===== src/rtl/hmmm_pkg.sv =====
// Shared types and sizes for the Hmmm memory interface stage.
package hmmm_pkg;

    localparam int HMMM_ADDR_W = 8;
    localparam int HMMM_DATA_W = 16;

    typedef enum logic [1:0] {
        IDLE  = 2'd0,
        READ  = 2'd1,
        WRITE = 2'd2
    } hmmm_state_e;

    function automatic logic any_strobe(input logic a, input logic b, input logic c);
        return a | b | c;
    endfunction

endpackage


===== src/rtl/mem_timeout.sv =====
// Loadable down-counter bounding how long a memory request may wait for its ack.
module mem_timeout #(
    parameter int TIMEOUT = 255,
    parameter int CNT_W   = 8
) (
    input  logic clk,
    input  logic rst,
    input  logic start,
    input  logic clear,
    output logic expired
);

    localparam logic [CNT_W-1:0] LOAD_VAL = CNT_W'(TIMEOUT - 1);

    logic [CNT_W-1:0] cnt_r;
    logic             active_r;

    // Count register: loads on start, walks down to zero while a request waits.
    always_ff @(posedge clk) begin
        if (!rst) begin
            cnt_r    <= {CNT_W{1'b0}};
            active_r <= 1'b0;
        end else if (clear) begin
            cnt_r    <= {CNT_W{1'b0}};
            active_r <= 1'b0;
        end else if (start) begin
            cnt_r    <= LOAD_VAL;
            active_r <= 1'b1;
        end else if (active_r && (cnt_r != {CNT_W{1'b0}})) begin
            cnt_r    <= cnt_r - {{(CNT_W-1){1'b0}}, 1'b1};
            active_r <= active_r;
        end else begin
            cnt_r    <= cnt_r;
            active_r <= active_r;
        end
    end

    // Zero count while armed marks the last permitted waiting cycle.
    assign expired = active_r && (cnt_r == {CNT_W{1'b0}});

endmodule


===== src/rtl/hmmm_mem_if.sv =====
// MAR/MDR owner translating control-unit strobes into single-outstanding
// req/ack transactions on the external RAM port.
module hmmm_mem_if
    import hmmm_pkg::*;
#(
    parameter int ADDR_W  = HMMM_ADDR_W,
    parameter int DATA_W  = HMMM_DATA_W,
    parameter int TIMEOUT = 255
) (
    input  logic              clk,
    input  logic              rst,
    input  logic [DATA_W-1:0] bus_in,
    output logic [DATA_W-1:0] bus_out,
    output logic              bus_drive,
    input  logic              mar_in,
    input  logic              mdr_in,
    input  logic              mdr_out,
    output logic              busy,
    output logic              err,
    output logic              mem_req,
    output logic              mem_we,
    output logic [ADDR_W-1:0] mem_addr,
    output logic [DATA_W-1:0] mem_wdata,
    input  logic [DATA_W-1:0] mem_rdata,
    input  logic              mem_ack
);

    hmmm_state_e       state_r, state_s;
    logic [ADDR_W-1:0] mar_r, mar_s;
    logic [DATA_W-1:0] mdr_r, mdr_s;
    logic              err_r, err_s;
    logic              busy_r, req_r, we_r;
    logic              tmo_start_s, tmo_clear_s, tmo_expired_s;

    mem_timeout #(
        .TIMEOUT (TIMEOUT),
        .CNT_W   (8)
    ) u_mem_timeout (
        .clk     (clk),
        .rst     (rst),
        .start   (tmo_start_s),
        .clear   (tmo_clear_s),
        .expired (tmo_expired_s)
    );

    // Next-state, register-update and error decisions.
    always_comb begin
        state_s     = state_r;
        mar_s       = mar_r;
        mdr_s       = mdr_r;
        err_s       = err_r;
        tmo_start_s = 1'b0;
        tmo_clear_s = 1'b0;
        case (state_r)
            IDLE: begin
                // Combined strobe is a write to the new address; no read is issued.
                if (mar_in && mdr_in) begin
                    mar_s       = bus_in[ADDR_W-1:0];
                    mdr_s       = bus_in;
                    state_s     = WRITE;
                    tmo_start_s = 1'b1;
                end else if (mar_in) begin
                    mar_s       = bus_in[ADDR_W-1:0];
                    state_s     = READ;
                    tmo_start_s = 1'b1;
                end else if (mdr_in) begin
                    mdr_s       = bus_in;
                    state_s     = WRITE;
                    tmo_start_s = 1'b1;
                end else begin
                    state_s = IDLE;
                end
            end
            READ: begin
                if (mem_ack) begin
                    mdr_s       = mem_rdata;
                    state_s     = IDLE;
                    tmo_clear_s = 1'b1;
                end else if (tmo_expired_s) begin
                    state_s     = IDLE;
                    err_s       = 1'b1;
                    tmo_clear_s = 1'b1;
                end else begin
                    state_s = READ;
                end
            end
            WRITE: begin
                if (mem_ack) begin
                    state_s     = IDLE;
                    tmo_clear_s = 1'b1;
                end else if (tmo_expired_s) begin
                    state_s     = IDLE;
                    err_s       = 1'b1;
                    tmo_clear_s = 1'b1;
                end else begin
                    state_s = WRITE;
                end
            end
            default: begin
                state_s     = IDLE;
                tmo_clear_s = 1'b1;
            end
        endcase

        // Strobes during a transaction are dropped but flagged.
        if ((state_r != IDLE) && any_strobe(mar_in, mdr_in, mdr_out)) begin
            err_s = 1'b1;
        end else begin
            err_s = err_s;
        end
    end

    // State, address/data and status registers.
    always_ff @(posedge clk) begin
        if (!rst) begin
            state_r <= IDLE;
            mar_r   <= {ADDR_W{1'b0}};
            mdr_r   <= {DATA_W{1'b0}};
            err_r   <= 1'b0;
            busy_r  <= 1'b0;
            req_r   <= 1'b0;
            we_r    <= 1'b0;
        end else begin
            state_r <= state_s;
            mar_r   <= mar_s;
            mdr_r   <= mdr_s;
            err_r   <= err_s;
            busy_r  <= (state_s != IDLE);
            req_r   <= (state_s != IDLE);
            we_r    <= (state_s == WRITE);
        end
    end

    assign busy      = busy_r;
    assign err       = err_r;
    assign mem_req   = req_r;
    assign mem_we    = we_r;
    assign mem_addr  = mar_r;
    assign mem_wdata = mdr_r;
    assign bus_out   = mdr_r;
    assign bus_drive = mdr_out && !busy_r;

endmodule


===== config.mk =====
export PLATFORM = sky130hd
export DESIGN_NAME = hmmm_mem_if
export DESIGN_NICKNAME = d
export VERILOG_FILES = /design/src/rtl/hmmm_pkg.sv /design/src/rtl/mem_timeout.sv /design/src/rtl/hmmm_mem_if.sv
export SDC_FILE = /design/constraint.sdc
export NUM_CORES = 1
export LEC_CHECK = 0
export CORE_ASPECT_RATIO = 2
export CORE_MARGIN = 3
export CORE_UTILIZATION = 46
export CTS_CLUSTER_DIAMETER = 200
export DETAILED_ROUTE_END_ITERATION = 10
export GPL_TIMING_DRIVEN = 0
export PLACE_DENSITY_LB_ADDON = 0.3
export SETUP_SLACK_MARGIN = 0.05
export SLEW_MARGIN = 30
export SYNTH_ARGS = -nofsm -noshare
export SYNTH_HDL_FRONTEND = slang
export SYNTH_SLANG_ARGS = --single-unit

===== constraint.sdc =====
create_clock -name clk -period 5.14 [get_ports clk]
set_clock_uncertainty 0.05 [all_clocks]
set_input_delay 1.028 -clock clk [delete_from_list [all_inputs] [get_ports clk]]
set_output_delay 1.028 -clock clk [all_outputs]
set_load 0.005 [all_outputs]

==> run_results.csv <==
group,metric,value,unit
run_status,outcome,"complete, no violations",
clock_tree,ctsHoldBuffers,0,
yosys,synthFlopType,"dfxtp_1",
yosys,yosysSeqAreaShare,39.0,%
pwr,ir_drop,0.000239,V
setup_path,cp_data_arrival_time,2.16,ns
yosys,synth-seq-cells,38,
setup_path,critPathMaxStageDelay,0.53,ns
layout,final_util,73.5,%
yosys,ys_warn_count,0,
setup_path,crit_slowest_cell,"clkdlybuf4s50_1",
timing,finalHoldViolations,0,
clock_tree,cts_tree,"done",
routing,dr_wl_met3,264,microns
pwr,seq_power_share,41.1,%
timing,tightest_slew,0.739,ns
routing,met2_length,2.95,mm
placement,placed_area,0.00282,sq mm
placement,gp_congestion,0.774,
clock_tree,cts_sinks,38,
clock_tree,cts_setup_buffers,0,
routing,wl_per_cell,14.8,microns
yosys,avgSynthCellArea,9.15,sq um
clock_tree,root_buffer,"clkbuf_8",
layout,final_cells,353,
yosys,synth.cell_area,0.00195,sq mm
worst_hold_path,hold_class,"register to register",
setup_path,r2r_slack,3.12,ns
routing,drcViolationCount,0,
run,cap_violations,0,
pwr,intPower,0.000632,W
routing,via_count,1826,
timing,timing.fmax,0.309,GHz
clock_tree,clk_latency,0.29,ns
yosys,syn_nets,256,
floorplan,die_w,52.0,microns
pwr,p_sw_share,29.8,%
layout,antenna_cells,0,
floorplan,num_io_pins,83,
pwr,clkPwrFrac,23.2,%
setup_path,path_buf_inv,2,
setup_path,crit_type,"input port to output port",
timing,finalMaxSlewViolations,0,
routing,drtAntennaViolNets,0,
floorplan,rows,32,
timing,final.setup.tns,0,ns
pwr,leakage,1.25,nW
clock_tree,cts_resized,0,
layout,nets,344,
pwr,switchingPower,0.000269,W
timing,period_minus_slack,3.24,ns
timing,rsz0062_at_grt,"false",
floorplan,die_h,98.1,microns
layout,syn2layout_area_growth,49.6,%
clock_tree,cts_max_path_buffers,2,
layout,drive_gt1_share,11.9,%
global_route,track_usage,21.6,%
yosys,synthArstFlopShare,0,%
routing,routedLengthMet1,1.88,mm
routing,via_per_inst,5.17,
floorplan,core_area,0.00396,sq mm
global_route,grt_start_max_net_pins,12,
setup_path,cpMostUsedCell,"clkdlybuf4s50_1",
setup_path,cp_max_fo,2,
setup_path,crit_family,"buffers and inverters",
yosys,syn_inst,213,
global_route,antenna_found_initial,0,
timing,period_share,63.0,%
global_route,grt_pass1_wl,8.33,mm
timing,setup_viol,0,
clock_tree,cts.clk_slew.worst_paths,0.07,ns
routing,totalWireLength,5.22,mm
placement,portBuffers,81,
yosys,synth-edff-count,0,
routing,routed.top_layer,"met4",
timing,relSlewSlack,50.4,%
routing,drtIter0Drc,20,
setup_path,crit_chain,"clkdlybuf4s50_1 -> nor2b_1 -> clkdlybuf4s50_1",
clock_tree,cts_buffers,5,
clock_tree,cts_max_level,2,
placement,placed_cells,345,
setup_path,cp-end-kind,"output port",
pwr,powerDensity,309,mW/mm^2
layout,design_area,0.00292,sq mm
floorplan,dieArea,0.00510,sq mm
global_route,grt_pass1_vias,1805,
placement,place_hpwl,4.11,mm
setup_path,startpoint_type,"input port",
timing,fin_hold_ws,0.411,ns
yosys,synth.distinct_cells,38,
floorplan,start_util,49.2,%
global_route,grt-ovfl-total,0,
setup_path,required,4.06,ns
routing,first_pass_iters,4,
pwr,combPwrFrac,35.8,%
-- Yosys cell counts (2+ instances only) --
library cell	number	area share, %
ha_1	5	3.2
dfxtp_1	38	39
nor3b_1	2	0.77
a21boi_0	8	3.1
o211a_1	16	8.2
o21ai_0	2	0.51
inv_1	8	1.5
nor2_1	8	1.5
nand2_1	29	5.6
nand3_1	9	2.3
xor2_1	3	1.3
clkbuf_1	6	1.2
a21oi_1	9	2.3
mux2i_1	18	9.2
buf_4	17	6.5
o211ai_1	2	0.77
nor3_1	4	1.0
buf_2	6	1.5
nor2b_1	4	1.3
-- registers in the layout, indices dropped and copies added, names as in the netlist --
signal / cells
bus_out: 16
mem_we: 1
state_r: 2
u_mem_timeout.cnt_r: 8
mem_addr: 8
err: 1
u_mem_timeout.active_r: 1
mem_req: 1
-- cells in the final DEF (no fill, tap or decap), types with 2 or more instances in the layout --
master,count
clkbuf_1,7
dfxtp_1,38
o211ai_1,2
nor3_1,4
a21oi_1,9
o21ai_0,2
xor2_1,3
mux2i_1,18
clkdlybuf4s50_1,81
nand2_1,29
ha_1,5
inv_1,8
nor2b_1,4
a21boi_0,8
buf_2,6
nand3_1,9
buf_4,17
nor3b_1,2
nor2_1,8
clkbuf_8,6
o211a_1,16
-- power by group through the flow --
| stage | Sequential [W] | Combinational [W] | Clock, W |
|---|---|---|---|
| CTS | 0.000370 | 0.000326 | 0.000217 |
| finish | 0.000370 | 0.000322 | 0.000209 |
| global route | 0.000376 | 0.000351 | 0.000225 |
| global placement | 0.000374 | 0.000318 | 0 |
| detailed placement | 0.000376 | 0.000325 | 0 |
| floorplan | 0.000372 | 0.000168 | 0 |
-- path summary, 6_finish.rpt --
check | from | to | cells after the start
worst min-delay path | mem_addr[6]$_SDFFE_PN0P_ | mem_addr[6]$_SDFFE_PN0P_ | 2
worst min register to register | mem_addr[6]$_SDFFE_PN0P_ | mem_addr[6]$_SDFFE_PN0P_ | 2
worst max register to register | state_r[0]$_SDFF_PN0_ | u_mem_timeout.cnt_r[0]$_SDFFE_PP0P_ | 6
worst max-delay path | mdr_out | bus_drive | 3
-- metrics by stage --
step | total power, W | worst slack [ns]
2_1_floorplan | 0.000541 | 2.90
3_3_place_gp | 0.000693 | 1.91
3_5_place_dp | 0.000702 | 1.90
4_1_cts | 0.000913 | 1.90
5_1_grt | 0.000952 | 1.85
6_report | 0.000901 | 1.90
-- cells by family (layout without fill, tap and decap cells) --
group / Yosys count / in the layout / synth area share, %
adders and majority gates: 5 / 5 / 3.21
muxes: 19 / 19 / 9.82
DFF: 38 / 38 / 39.0
xor gates and xnor gates: 4 / 4 / 1.80
and+or+nand+nor: 65 / 65 / 16.4
buffers and inverters: 37 / 126 / 10.8
AOI/OAI and AO/OA: 45 / 45 / 18.9
-- tightest hold or removal path, delay by kind of cell (launching register included) --
kind | cells | cell delay [ns]
AND/OR/NAND/NOR | 1 | 0.04
AO/OA/AOI/OAI | 1 | 0.06
flip-flops | 1 | 0.31
-- routing by layer --
metal | vias to the layer above | global-route usage [%]
met3 | 11 | 4.73
met1 | 854 | 21.1
li1 | 905 | -
met2 | 56 | 40.6
met5 | - | 0
met4 | 0 | 9.09
-- layout make-up --
| type | count | area [sq um] |
|---|---|---|
| fillers | 307 | 1050 |
| clock buffers | 7 | 86.3 |
| inverters | 8 | 30.0 |
| well taps | 51 | 63.8 |
| plain buffers | 29 | 180 |
| clock inverters | 1 | 5.00 |
| multi-input cells | 138 | 978 |
| repair buffers | 81 | 811 |
| flip-flops and latches | 38 | 761 |
(Power assumes the default switching activity.)
